--- src/rtl/pe_dmux_rr_pkg.sv ---
// Shared types and helpers for the registered PE result demultiplexer.
// The broadcast option (PE_DMUX_BCAST_EN) is handled in pe_dmux_rr.
package pe_dmux_pkg;

   typedef enum logic {
      DMUX_EXPLICIT = 1'b0,
      DMUX_RR       = 1'b1
   } pe_dmux_mode_e;

   // A programmed burst length of zero behaves as a single beat per channel.
   function automatic logic [31:0] eff_burst(input logic [31:0] len);
      return (len == 32'd0) ? 32'd1 : len;
   endfunction

endpackage

--- src/rtl/pe_dmux_rr_slot.sv ---
// One-entry valid/ready output register for a single demux channel.
// Accepts a new beat when empty or when the current beat drains this cycle.
module pe_dmux_slot #(
   parameter int W = 24
) (
   input  logic         clk,
   input  logic         rst,
   input  logic         load,
   input  logic [W-1:0] load_data,
   input  logic         out_ready,
   output logic         can_accept,
   output logic         out_valid,
   output logic [W-1:0] out_data
);

   logic         vld_p1;
   logic [W-1:0] data_p1;

   assign can_accept = !vld_p1 || out_ready;
   assign out_valid  = vld_p1;
   assign out_data   = data_p1;

   // Stage boundary: input beat -> channel output register
   always_ff @(posedge clk) begin
      if (rst) begin
         vld_p1  <= 1'b0;
         data_p1 <= '0;
      end else if (load) begin
         vld_p1  <= 1'b1;
         data_p1 <= load_data;
      end else if (vld_p1 && out_ready) begin
         vld_p1  <= 1'b0;
      end
   end

endmodule

--- src/rtl/pe_dmux_rr.sv ---
// 1-to-N registered demux with explicit or round-robin routing.
// Optional broadcast in explicit mode when PE_DMUX_BCAST_EN is defined.
module pe_dmux_rr
   import pe_dmux_pkg::*;
#(
   parameter int W   = 24,
   parameter int N   = 4,
   parameter int BLW = 8,
   localparam int SW = $clog2(N)
) (
   input  logic           clk,
   input  logic           rst,
   input  logic           mode,
   input  logic [BLW-1:0] burst_len,
   input  logic           in_valid,
   output logic           in_ready,
   input  logic [SW-1:0]  in_sel,
   input  logic [W-1:0]   in_data,
`ifdef PE_DMUX_BCAST_EN
   input  logic           in_bcast,
`endif
   output logic [N-1:0]   out_valid,
   input  logic [N-1:0]   out_ready,
   output logic [N*W-1:0] out_data,
   output logic           sel_err
);

   localparam logic [SW:0] N_L = (SW + 1)'(N);

   pe_dmux_mode_e  mode_cur;
   pe_dmux_mode_e  mode_p1;
   logic [SW-1:0]  rr_ptr;
   logic [BLW-1:0] beat_cnt;

   logic           mode_chg;
   logic [SW-1:0]  ptr_cur;
   logic [BLW-1:0] cnt_cur;
   logic [SW-1:0]  target;
   logic           bcast_act;
   logic           sel_oor;
   logic [N-1:0]   can_acc;
   logic           sel_acc;
   logic           accept;
   logic [N-1:0]   load;
   logic [SW-1:0]  ptr_nxt;
   logic [BLW-1:0] cnt_nxt;

   assign mode_cur = pe_dmux_mode_e'(mode);

   // A mode change restarts round-robin from channel 0 for this very beat.
   assign mode_chg = (mode_cur != mode_p1);
   assign ptr_cur  = mode_chg ? '0 : rr_ptr;
   assign cnt_cur  = mode_chg ? '0 : beat_cnt;
   assign target   = (mode_cur == DMUX_RR) ? ptr_cur : in_sel;

`ifdef PE_DMUX_BCAST_EN
   assign bcast_act = (mode_cur == DMUX_EXPLICIT) && in_bcast;
`else
   assign bcast_act = 1'b0;
`endif

   assign sel_oor = (mode_cur == DMUX_EXPLICIT) && !bcast_act && ({1'b0, in_sel} >= N_L);

   always_comb begin
      sel_acc = 1'b0;
      for (int k = 0; k < N; k++) begin
         if (target == SW'(k)) sel_acc = can_acc[k];
      end
   end

   always_comb begin
      in_ready = 1'b0;
      if (!rst) begin
         if (bcast_act)    in_ready = &can_acc;
         else if (sel_oor) in_ready = 1'b1;
         else              in_ready = sel_acc;
      end
   end

   assign accept = in_valid && in_ready;

   always_comb begin
      load = '0;
      for (int k = 0; k < N; k++) begin
         load[k] = accept && !sel_oor && (bcast_act || (target == SW'(k)));
      end
   end

   // burst_len is re-sampled every beat; >= lets a lowered length advance at once.
   always_comb begin
      ptr_nxt = ptr_cur;
      cnt_nxt = cnt_cur;
      if ((mode_cur == DMUX_RR) && accept) begin
         if (32'(cnt_cur) >= (eff_burst(32'(burst_len)) - 32'd1)) begin
            cnt_nxt = '0;
            ptr_nxt = (ptr_cur == SW'(N - 1)) ? '0 : ptr_cur + SW'(1);
         end else begin
            cnt_nxt = cnt_cur + BLW'(1);
         end
      end
   end

   // Stage boundary: routing control state
   always_ff @(posedge clk) begin
      if (rst) begin
         mode_p1  <= DMUX_EXPLICIT;
         rr_ptr   <= '0;
         beat_cnt <= '0;
         sel_err  <= 1'b0;
      end else begin
         mode_p1  <= mode_cur;
         rr_ptr   <= ptr_nxt;
         beat_cnt <= cnt_nxt;
         if (accept && sel_oor) sel_err <= 1'b1;
      end
   end

   for (genvar k = 0; k < N; k++) begin : g_slot
      pe_dmux_slot #(.W(W)) u_slot (
         .clk        (clk),
         .rst        (rst),
         .load       (load[k]),
         .load_data  (in_data),
         .out_ready  (out_ready[k]),
         .can_accept (can_acc[k]),
         .out_valid  (out_valid[k]),
         .out_data   (out_data[k*W +: W])
      );
   end

endmodule

--- config.mk ---
export PLATFORM = sky130hd
export DESIGN_NAME = pe_dmux_rr
export DESIGN_NICKNAME = d
export VERILOG_FILES = /design/src/rtl/pe_dmux_rr_pkg.sv /design/src/rtl/pe_dmux_rr_slot.sv /design/src/rtl/pe_dmux_rr.sv
export SDC_FILE = /design/constraint.sdc
export NUM_CORES = 1
export LEC_CHECK = 0
export BUFFER_PORTS_ARGS = -buffer_cell sky130_fd_sc_hd__buf_2
export CAP_MARGIN = 0
export CORE_MARGIN = 2
export CORE_UTILIZATION = 50
export CTS_CLUSTER_SIZE = 24
export DETAILED_ROUTE_END_ITERATION = 10
export GPL_ROUTABILITY_DRIVEN = 0
export PLACE_DENSITY = 0.79
export SYNTH_ARGS = -nofsm -noshare
export SYNTH_HDL_FRONTEND = slang
export SYNTH_HIERARCHICAL = 1
export SYNTH_SLANG_ARGS = --single-unit
--- constraint.sdc ---
create_clock -name clk -period 4 [get_ports clk]
set_input_delay 0.6 -clock clk [delete_from_list [all_inputs] [get_ports clk]]
set_output_delay 0.6 -clock clk [all_outputs]
set_load 0.02 [all_outputs]
==> flow_summary.toml <==
[outcome]
status = "completed"

[routing]
drc_errors = 0
ant_nets = 0
vias = 3634
viasPerCell = 5.13
drt_wl_total_mm = 10.4
drt-wirelength-per-cell_um = 14.7
firstDrtPassIters = 6
dr.first_iter.drc_count = 75

[synthesis]
syn_area_per_cell_um2 = 10.2
netlist.area_leader.share_pct = 47.1
synth_edf_count = 0
synth_cell_type_count = 49
async_flop_share_pct = 0
ys.flop_type = "dfxtp_1"
synth_nets = 514
synth_area_um2 = 4720
ys_seq_area_share_pct = 47.1
synth_warnings = 6
ys_top_cells_by_area = "dfxtp_1 47%, mux2i_1 21%, nor2_1 8.4%"
synth_commonest_cells = "111 x dfxtp_1, 105 x nor2_1, 97 x mux2i_1"
ys_ff_latch = 111
synth_largest_area_cell = "dfxtp_1"
syn_inst = 462
yosysMostFrequentCell = "dfxtp_1"

[final_layout]
drive_gt1_share_pct = 29.0
nets = 645
fillCellCount = 805
syn_to_final_growth_pct = 18.2
diodes = 0

[hold_path]
min-delay-path-class = "reg2reg"

[setup_path]
worstSetupEndpointType = "register"
r2r_slack_ns = 1.10
critPathLaunch = "burst_len[4]"
r2r_cells = 9
reg2reg_to = "beat_cnt[6]$_SDFF_PP0_"
path_max_fanout = 8
r2r-start = "mode_p1$_SDFF_PP0_"
critical_path_required_ns = 4.27
worstSetupPathType = "in2reg"
crit_path_end = "beat_cnt[6]$_SDFF_PP0_"
arrival_ns = 3.39
crit_path_start_kind = "input port"

[placement]
port_buffers = 142
pre_cts_ws_ns = 0.585
hpwl_mm = 7.42

[timing]
min_period_over_period_pct = 78.0
worstMarginPinSlew_ns = 0.712
fin_worst_skew_ns = 0.0131
hold_violations = 0
slew_violations = 0
setup_ws_ns = 0.882
relSlewSlack_pct = 52.2
max_clock_freq_ghz = 0.321
min_period_ns = 3.12
fin_tns_setup_ns = 0
rsz0062_at_grt = "false"
setup_viol = 0

[floorplan]
start_util_pct = 51.3
coreArea_um2 = 9200
fp.dieW_um = 101
rows = 35
die_h_um = 101
die_area_um2 = 10200
ios = 144

[clock_tree]
holdBufCountCts = 0
clkLatencyLatePin_ns = 0.37
tritoncts = "yes"
clock-sinks = 111
cts_resized = 0
cts_root_buf = "clkbuf_8"
htree_levels = 3
cts_made_buffers = 9
clockBufferDepth = 2
clk_pin_slew_ns = 0.10
cts_setup_buffers = 0

[power_and_ir_drop]
powerDensity_nw_per_um2 = 349
max-vdd-ir-drop_mv = 0.176
leakage_nw = 2.45

[global_route]
antenna_found_initial = 0
grtUsageMet3_pct = 4.14
grt_max_degree = 73
grt_util_met1_pct = 24.8
overflow = 0
grt_pass1_wl_mm = 16.8
grt-busiest-layer = "met2"
grtUsageMet2_pct = 36.7
first_global_vias = 3521
grt_use_total_pct = 20.7

[run]
maxCapViolCount = 0
==> final cells by class <==
type                       count  area, um2  area share [%]
sequential                   111       2220            39.8
timing repair buffer         148        796            14.3
clock buffer                   9        124            2.22
inverter                      11       41.3           0.740
clock inverter                 6       56.3            1.01
multi-input combinational    312       2200            39.4
tap                          111        139            2.49
==> cell families (layout without fill, tap and decap cells) <==
logic type               Yosys count  in the layout  synth area share (%)
adder cells (fa/ha/maj)           10             10                  2.65
AND/OR/NAND/NOR                  163            163                  15.6
AO/OA/AOI/OAI                     29             29                  4.61
flip-flops                       111            111                  47.1
multiplexers                      99             99                  21.1
other                              1              1                0.0795
buffers and inverters             39            174                  7.03
XOR/XNOR                          10             10                  1.86
==> state kept, by name, indices dropped and copies added (netlist names) <==
signal,cells
rr_ptr,2
mode_p1,1
beat_cnt,8
g_slot.u_slot/out_valid,4
g_slot.u_slot/out_data,96
==> per-layer routing <==
layer  part of all wire [%]  wire (um)
met1                     43       4520
met2                     49       5140
met3                    5.4        562
met4                    1.8        184
met5                      0          0
==> cells in the final DEF, fill, tap and decap left out, types with 2 or more instances in the layout <==
cell | synthesis | layout
buf_2 | 8 | 141
dfxtp_1 | 111 | 111
nor2_1 | 105 | 103
mux2i_1 | 97 | 97
inv_1 | 11 | 11
nand2_1 | 10 | 10
nor3_1 | 10 | 10
ha_1 | 10 | 10
xnor2_1 | 9 | 9
clkbuf_8 | 0 | 9
a21oi_1 | 7 | 7
nand2b_1 | 6 | 6
nand3_1 | 6 | 6
and2_1 | 5 | 5
o21ai_0 | 5 | 5
buf_4 | 2 | 4
nor2b_1 | 3 | 3
a211oi_1 | 3 | 3
or3_1 | 3 | 3
o31ai_1 | 3 | 3
nor4_1 | 3 | 3
buf_12 | 8 | 3
nor2_4 | 0 | 2
or4_1 | 2 | 2
clkinv_4 | 0 | 2
inv_6 | 0 | 2
==> worst min-delay path by stage <==
stage	end	cells after the start	startpoint	slack, ns
finish	g_slot[3].u_slot/out_data[19]$_SDFFE_PP0P_	2	g_slot[3].u_slot/out_data[19]$_SDFFE_PP0P_	0.50
detailed placement	g_slot[1].u_slot/out_data[9]$_SDFFE_PP0P_	2	g_slot[1].u_slot/out_data[9]$_SDFFE_PP0P_	0.48
floorplan	rr_ptr[1]$_SDFF_PP0_	2	rr_ptr[1]$_SDFF_PP0_	0.52
global placement	g_slot[0].u_slot/out_data[11]$_SDFFE_PP0P_	2	g_slot[0].u_slot/out_data[11]$_SDFFE_PP0P_	0.47
global route	g_slot[1].u_slot/out_data[23]$_SDFFE_PP0P_	2	g_slot[1].u_slot/out_data[23]$_SDFFE_PP0P_	0.52
CTS	g_slot[3].u_slot/out_data[12]$_SDFFE_PP0P_	3	in_data[12]	0.49
==> where the power goes <==
group	leakage (nW)	switching [W]	total, W	internal [W]
clock network	0.0928	0.000381	0.000615	0.000234
registers	0.897	0.0000107	0.00114	0.00113
logic	1.46	0.000124	0.000198	0.0000744
total	2.45	0.000515	0.00195	0.00143
==> per-stage QoR <==
stage / cell area, um2 / hold slack, ns / power (W) / util, % / std cells
4_1_cts: 5580 / 0.493 / 0.00197 / 60.7 / 708
3_3_place_gp: 5400 / 0.466 / 0.00135 / 58.7 / 693
3_5_place_dp: 5400 / 0.477 / 0.00136 / 58.7 / 693
2_1_floorplan: 4720 / 0.517 / 0.00129 / - / 462
6_report: 5580 / 0.497 / 0.00195 / 60.7 / 708
5_1_grt: 5580 / 0.520 / 0.00203 / 60.7 / 708
==> worst max-delay path, stage by stage <==
cell,delay [ns]
buf_2,0.12
or3_1,0.39
nor2_1,0.20
a21oi_1,0.14
ha_1,0.24
nand2_1,0.10
nor3_1,0.06
xnor2_1,0.12
ha_1,0.19
a22o_1,0.20
nor4_1,0.22
o21ai_0,0.12
o211ai_1,0.18
nor2_1,0.22
nor3_1,0.27
(Power assumes the default switching activity.)
